### config.mk
export PLATFORM = sky130hd
export DESIGN_NAME = ppu_vram_arb
export DESIGN_NICKNAME = d
export VERILOG_FILES = /design/src/rtl/ppu_vram_arb.sv
export SDC_FILE = /design/constraint.sdc
export NUM_CORES = 1
export LEC_CHECK = 0
export ABC_AREA = 1
export BUFFER_PORTS_ARGS = -buffer_cell sky130_fd_sc_hd__buf_4
export CORE_ASPECT_RATIO = 0.6
export CORE_MARGIN = 5
export CORE_UTILIZATION = 45
export CTS_CLUSTER_SIZE = 24
export DETAILED_ROUTE_END_ITERATION = 10
export GPL_TIMING_DRIVEN = 0
export PLACE_DENSITY = 0.81
export SETUP_SLACK_MARGIN = 0.5
export SLEW_MARGIN = 0
export SYNTH_ARGS = -nofsm -noshare
export SYNTH_HDL_FRONTEND = slang
export SYNTH_SLANG_ARGS = --single-unit
### constraint.sdc
create_clock -name clk -period 1.9 [get_ports clk]
set_input_delay 0.285 -clock clk [delete_from_list [all_inputs] [get_ports clk]]
set_output_delay 0.285 -clock clk [all_outputs]
set_load 0.01 [all_outputs]
### src/rtl/ppu_vram_arb.sv
// ppu_vram_arb: owner and sequencer of the single-port PPU VRAM bus.
// Shares the bus between the background fetcher, the sprite fetcher and CPU
// PPUDATA accesses. Rendering fetchers own their dot slots; the CPU goes
// through a small IDLE/ACCESS/CAPTURE/DONE handshake FSM.
// Optional feature macro: PPU_ARB_IDLE_SLOT_EN (CPU window at dots 336..338).
// Ports:
//   clk, reset            clock, synchronous active-high reset
//   x_idx, scanline       current dot / line
//   render_en             PPUMASK rendering enable
//   bg_addr, spr_addr     fetcher addresses (bits [13:0] used)
//   cpu_req/we/addr/wdata CPU request (level, held until cpu_ack)
//   mem_rdata             VRAM data, valid the cycle after mem_addr
//   mem_addr/we/wdata     VRAM bus
//   grant_bg/spr/cpu      one-hot bus owner
//   cpu_ack, cpu_rdata    completion pulse and read result
//   cpu_wait              saturating count of cycles the request has waited
module ppu_vram_arb #(
    parameter int VIS_LINES = 240,
    parameter int PRE_LINE  = 261,
    parameter int WAIT_W    = 8
) (
    input  logic              clk,
    input  logic              reset,
    input  logic [9:0]        x_idx,
    input  logic [9:0]        scanline,
    input  logic              render_en,
    input  logic [15:0]       bg_addr,
    input  logic [15:0]       spr_addr,
    input  logic              cpu_req,
    input  logic              cpu_we,
    input  logic [13:0]       cpu_addr,
    input  logic [7:0]        cpu_wdata,
    input  logic [7:0]        mem_rdata,
    output logic [13:0]       mem_addr,
    output logic              mem_we,
    output logic [7:0]        mem_wdata,
    output logic              grant_bg,
    output logic              grant_spr,
    output logic              grant_cpu,
    output logic              cpu_ack,
    output logic [7:0]        cpu_rdata,
    output logic [WAIT_W-1:0] cpu_wait
);

    localparam logic [1:0] S_IDLE    = 2'd0;
    localparam logic [1:0] S_ACCESS  = 2'd1;
    localparam logic [1:0] S_CAPTURE = 2'd2;
    localparam logic [1:0] S_DONE    = 2'd3;

    localparam logic [9:0] VIS_L = 10'(VIS_LINES);
    localparam logic [9:0] PRE_L = 10'(PRE_LINE);

    logic [1:0]        state;
    logic [13:0]       lat_addr;
    logic              lat_we;
    logic [7:0]        lat_wdata;
    logic [7:0]        rdata_q;
    logic [WAIT_W-1:0] wait_q;

    logic render_line;
    logic spr_slot;
    logic cpu_slot;
    logic own_cpu;
    logic accept;
    logic unused_ok;

    assign unused_ok = ^{bg_addr[15:14], spr_addr[15:14]};

    assign render_line = render_en &&
                         (scanline < VIS_L || scanline == PRE_L);

    assign spr_slot = render_line &&
                      x_idx >= 10'd256 && x_idx <= 10'd319;

`ifdef PPU_ARB_IDLE_SLOT_EN
    assign cpu_slot = !render_line ||
                      (x_idx >= 10'd336 && x_idx <= 10'd338);
`else
    assign cpu_slot = !render_line;
`endif

    // A closed window in the ACCESS cycle leaves the fetcher on the bus.
    // Reset also suppresses the CPU so a pending write never lands.
    assign own_cpu = !reset && state == S_ACCESS && cpu_slot;

    assign grant_cpu = own_cpu;
    assign grant_spr = !own_cpu && spr_slot;
    assign grant_bg  = !own_cpu && !spr_slot;

    always_comb begin
        mem_addr = bg_addr[13:0];
        unique case (1'b1)
            grant_cpu: mem_addr = lat_addr;
            grant_spr: mem_addr = spr_addr[13:0];
            grant_bg:  mem_addr = bg_addr[13:0];
        endcase
    end

    assign mem_we    = own_cpu && lat_we;
    assign mem_wdata = own_cpu ? lat_wdata : 8'h00;

    assign cpu_ack = !reset &&
                     (state == S_CAPTURE || state == S_DONE);

    // Read data is visible in the ack cycle straight from memory,
    // then held in rdata_q until the next read completes.
    assign cpu_rdata = (!reset && state == S_CAPTURE) ? mem_rdata : rdata_q;

    assign accept = state == S_IDLE && cpu_req && cpu_slot && !cpu_ack;

    assign cpu_wait = wait_q;

    always_ff @(posedge clk) begin
        if (reset) begin
            state     <= S_IDLE;
            lat_addr  <= '0;
            lat_we    <= 1'b0;
            lat_wdata <= '0;
            rdata_q   <= '0;
            wait_q    <= '0;
        end else begin
            unique case (state)
                S_IDLE: begin
                    if (accept) begin
                        lat_addr  <= cpu_addr;
                        lat_we    <= cpu_we;
                        lat_wdata <= cpu_wdata;
                        state     <= S_ACCESS;
                    end
                end
                S_ACCESS: begin
                    if (!cpu_slot)
                        state <= S_IDLE;
                    else if (lat_we)
                        state <= S_DONE;
                    else
                        state <= S_CAPTURE;
                end
                S_CAPTURE: begin
                    rdata_q <= mem_rdata;
                    state   <= S_IDLE;
                end
                S_DONE: begin
                    state <= S_IDLE;
                end
            endcase

            if (!cpu_req || accept)
                wait_q <= '0;
            else if (state == S_IDLE && wait_q != '1)
                wait_q <= wait_q + 1'b1;
        end
    end

endmodule

* After elaboration in Yosys (flattened, before gate mapping)
Index checks and enable logic that the tools add are counted.
** Operators by class
- Eq/ne operators :: 6
- Magnitude comparators :: 3
- Reduce and logical (&&, ||, !) cells :: 27
- Muxes and demuxes :: 7
- Add/subtract/negate cells :: 1
** Operators by type and width (number)
- one-hot mux 14 bit (3 select lines) :: 1
- two-way mux 8 bit :: 2
- logical AND 1 bit :: 14
- equality test 10 x 9 -> 1 bit, second input constant :: 1
- greater-or-equal comparator 10 x 9 -> 1 bit, second input constant :: 1
- less-or-equal comparator 10 x 9 -> 1 bit, second input constant :: 1
- < comparator 10 x 8 -> 1 bit, second input constant :: 1
- adder 8 x 1 -> 8 bit, second input constant :: 1
- != test 8 bit, second input constant :: 1
- logical NOT 1 bit :: 6
- one-hot mux 2 bit (3 select lines) :: 1
- equality test 2 bit, second input constant :: 2
- two-way mux 2 bit :: 2
- OR reduction 2 bit :: 2
- logical OR 1 bit :: 3
- equality test 2 x 1 -> 1 bit, second input constant :: 1
- logical NOT 2 bit :: 1
- != test 2 bit, second input constant :: 1
- AND reduction 2 bit :: 1
- two-way mux 1 bit :: 1
** Word-level totals
- Register bits :: 41
- Logic and storage cells :: 50
- Output and inout bits :: 43

* Depth between registers and ports, before layout
- Depth in word-level cells :: 8
- Mapped depth :: 10
- Depth with buffers taken out :: 10

* Least setup slack after synthesis
Ideal clock, no wire load.
- Path kind :: input to output
- Start :: input port scanline[3]
- End :: output port mem_addr[11]
- Setup slack :: 0.397 ns
- Data arrival time :: 1.218 ns
- Data required time :: 1.615 ns
- Stages on the path :: 8
- Cells stage by stage :: inv_1 > nand3_1 > o21ai_4 > nand2_2 > nand2_2 > buf_4 > nand3_1 > nand2_1
** On the way
- Word-level cells in the longest chain between the ends :: 8
- Elaborated cells on any way between the ends :: 13
- Those cells by class :: order compare: 1; eq/ne: 1; mux: 1; reduce/logical: 10
** RTL lines
- from (decl) :: RTL line 25 : input logic [9:0] scanline,
- < comparator 10 x 8 -> 1 bit or equality test 10 x 9 -> 1 bit (tied branches) :: RTL line 70 : (scanline < VIS_L || scanline == PRE_L);
- logical OR 1 bit * :: RTL line 70
- logical AND 1 bit * :: RTL line 69 : assign render_line = render_en &&
- logical NOT 1 bit or logical AND 1 bit (tied branches) :: RTL line 79, 72
- logical AND 1 bit, on equally long branches :: RTL line 84, 73
- logical NOT 1 bit, on equally long branches :: RTL line 87, 88
- logical AND 1 bit, on equally long branches :: RTL line 88, 87
- one-hot mux 14 bit (3 select lines) * :: RTL line 92 : unique case (1'b1)
- to (decl) :: RTL line 34 : output logic [13:0] mem_addr,
Every way passes the cells marked *; elsewhere a longest branch is shown, timed or not.

* Final worst setup path
- Start :: register state[1]
- End :: output port mem_addr[7]
** On the way
- Word-level cells in the longest chain between the ends :: 6
- Elaborated cells on any way between the ends :: 7
- Those cells by class :: eq/ne: 1; mux: 1; reduce/logical: 5
** RTL lines
- from (decl) :: RTL line 53 : logic [1:0] state;
- from (signal assigned) :: RTL line 115 : state <= S_IDLE;
- from (signal assigned) :: RTL line 128 : state <= S_ACCESS;
- from (signal assigned) :: RTL line 133 : state <= S_IDLE;
- equality test 2 x 1 -> 1 bit * :: RTL line 84 : assign own_cpu = !reset && state == S_ACCESS && cpu_slot;
- logical AND 1 bit * (2 in a row) :: RTL line 84
- logical NOT 1 bit :: RTL line 87, 88
- logical AND 1 bit, on equally long branches :: RTL line 88, 87
- one-hot mux 14 bit (3 select lines) * :: RTL line 92
Marked as above.

==> impl_metrics.json <==
{
  "fin_ws_ns": -0.0807,
  "coreArea_um2": 5180,
  "hpwl_um": 6340,
  "ys_seq_area_share_pct": 33.2,
  "nFillCells": 186,
  "synth_top_cell_area_share_pct": 33.2,
  "drt_iter0_drc": 620,
  "cpPeakStageDelay_ns": 0.37,
  "grt_max_degree": 13,
  "via_per_inst": 6.54,
  "htreeDepth": 2,
  "area_growth_pct": 91.5,
  "syn-num-nets": 471,
  "yosys_warnings": 0,
  "grt_pass1_wl_um": 14400,
  "synth_top_area_cell": "dfxtp_1",
  "cp_cell_sequence": "nor3_4 > buf_6 > buf_8 > nand3_2 > nand2_1 > inv_1 > nand2_2 > buf_6",
  "clock_sinks": 41,
  "ys_seq_elements": 41,
  "antenna_left": 0,
  "wl_per_cell_um": 23.6,
  "powerDensity_nw_per_um2": 530,
  "setup_viol": 18,
  "cp.required_ns": 1.62,
  "max-cap-violations": 0,
  "cts_root_buf": "clkbuf_8",
  "avgSynthCellArea_um2": 6.46,
  "critical_path.max_fanout": 5,
  "hold_violations": 0,
  "slew_headroom_pct": 57.2,
  "leakagePower_nw": 2.23,
  "fin_nets": 642,
  "status": "finished with violations",
  "stdcell_area_um2": 4730,
  "grt_pass1_vias": 3062,
  "cp-start-kind": "flop",
  "end_kind": "output port",
  "clk_latency_ns": 0.30,
  "diodes": 0,
  "fin_crit_sh_pct": 104,
  "rows": 20,
  "dpl_cell_area_um2": 3590,
  "synthArstFlopShare_pct": 0,
  "finalPower_w": 0.00251,
  "synth.most_common_cell": "nand2_1",
  "r2r_end": "lat_wdata[4]",
  "worst_pin_slew_ns": 0.640,
  "min_period_ns": 1.98,
  "fin_cells": 621,
  "synth_cells": 383,
  "syn_area_um2": 2470,
  "slowest_stage": "dfxtp_4",
  "initial_core_util_pct": 47.7,
  "criticalPathCategory": "reg -> out",
  "min_path_cells": 3,
  "yosys-top-cells-count": "nand2_1 (85), nor2_1 (54), inv_1 (50), dfxtp_1 (41), nand3_1 (32)",
  "cp_data_arrival_time_ns": 1.70,
  "layout-drive-gt1-share_pct": 52.4,
  "grtUsageTotal_pct": 25.3,
  "rsz0062_at_grt": "yes",
  "min_path_type": "in -> reg",
  "grt_overflow_total": 0,
  "drc": 0,
  "gp_congestion": 0.767,
  "first_pass_iters": 6,
  "synth.lib_cells_used.distinct": 25,
  "r2r_slack_ns": 0.15,
  "ios": 130,
  "cts_max_path_buffers": 2,
  "worst_path_most_repeated_cell": "buf_6",
  "synth-edff-count": 0,
  "cts_tree": "yes",
  "r2r_start": "state[0]",
  "min_from": "mem_rdata[6]",
  "hold_path_end": "rdata_q[6]",
  "die_area_um2": 7130,
  "synth_top_flop_cell": "dfxtp_1",
  "antenna_found_initial": 0,
  "tns_ns": -0.508,
  "die_h_um": 67.4,
  "final_max_slew_viol_count": 0,
  "place_inst": 568,
  "portBuffers": 119,
  "fmax_mhz": 505,
  "clk_pin_slew_ns": 0.09,
  "drt_wl_total_um": 14600,
  "violations": "setup timing",
  "clock_skew_ns": 0.0109,
  "synthTopCellsByArea": "dfxtp_1 (33%), nand2_1 (13%), nor2_1 (8.2%), inv_1 (7.6%), nand3b_1 (7.0%)",
  "fp.dieW_um": 106,
  "ir_drop_mv": 0.376,
  "vias": 4061,
  "rr_worst_depth": 9,
  "numCtsBuffers": 5
}
[routing by layer]
| metal | vias up | part of all wire (%) | wire length, um | track usage (%) |
|---|---|---|---|---|
| met5 | - | 0 | 0 | 0 |
| met1 | 1834 | 36 | 5230 | 32.8 |
| met2 | 485 | 44 | 6380 | 42.9 |
| met4 | 0 | 7.2 | 1060 | 7.59 |
| li1 | 1586 | - | - | - |
| met3 | 156 | 13 | 1980 | 5.35 |
[registers in the layout, indices dropped and copies added (netlist names)]
register	count
cpu_wait	8
lat_addr	14
lat_wdata	8
lat_we	1
rdata_q	8
state	2
[how the worst max path moves through the flow]
stage / from / end / cells after the start
after floorplan: scanline[6] / mem_addr[10] / 8
after global placement: scanline[6] / mem_wdata[2] / 9
after detailed placement: scanline[6] / mem_wdata[2] / 9
after CTS: state[0] / mem_addr[3] / 9
final: state[1] / mem_addr[7] / 8
after global routing: state[1] / mem_addr[2] / 8
[kinds of logic (layout without fill, tap and decap cells)]
kind of cell | count (synthesis) | count (layout) | synth area share, %
buf+inv | 73 | 245 | 12.1
xor+xnor | 6 | 6 | 2.13
compound gates | 45 | 45 | 10.8
fa+ha+maj | 1 | 1 | 0.506
flops | 41 | 41 | 33.2
simple gates | 217 | 217 | 41.2
[layout make-up]
cell class | count | area, um^2 | area share (%)
Clock inverter | 1 | 5.00 | 0.106
Tap cell | 66 | 82.6 | 1.74
Inverter | 51 | 204 | 4.31
Sequential cell | 41 | 837 | 17.7
Multi-Input combinational cell | 269 | 1740 | 36.8
Timing Repair Buffer | 164 | 1530 | 32.2
Clock buffer | 7 | 96.3 | 2.03
Buffer | 22 | 241 | 5.10
[worst max-delay path: cells and delay by family, from the launching register on]
family        cells  cell delay [ns]
flops             1             0.37
buf+inv           4             0.47
simple gates      4             0.54
[per-stage QoR]
stage,setup slack (ns),utilization [%],hold slack [ns]
4_1_cts,0.0787,78.0,0.202
5_1_grt,-0.0827,91.4,0.213
6_report,-0.0807,91.4,0.210
2_1_floorplan,0.440,-,0.388
3_5_place_dp,0.00276,69.4,0.461
3_3_place_gp,0.0181,69.4,0.458
[cells in the final DEF (no fill, tap or decap), types with 4 or more instances in the layout]
cell type	instances
buf_4	115
nand2_1	59
buf_6	44
inv_1	41
nor2_1	40
dfxtp_1	36
nand3_2	26
nand2_2	24
a21oi_1	23
nand3b_1	23
nand4_1	15
buf_8	8
nor2_2	8
o31ai_1	8
inv_2	7
clkbuf_8	7
clkbuf_16	7
nor2_4	6
buf_2	5
nand3_4	5
xor2_1	5
o21ai_0	4
dfxtp_4	4
[report_power, final]
group | internal [W] | total, W | switching (W)
Sequential | 0.000914 | 0.000966 | 0.0000524
Clock | 0.000329 | 0.000668 | 0.000338
Combinational | 0.000435 | 0.000874 | 0.000439
Total | 0.00168 | 0.00251 | 0.000830
[timing repair]
item                                    4_1_cts  5_1_grt
cloned                                        3        8
hold endpoints to repair                      0        0
pin swaps                                    33       50
resized for setup                            55      114
hold buffers                                  0        0
buffers inserted                             16       18
endpoints found under the setup margin       66       65
(Power assumes the default switching activity.)
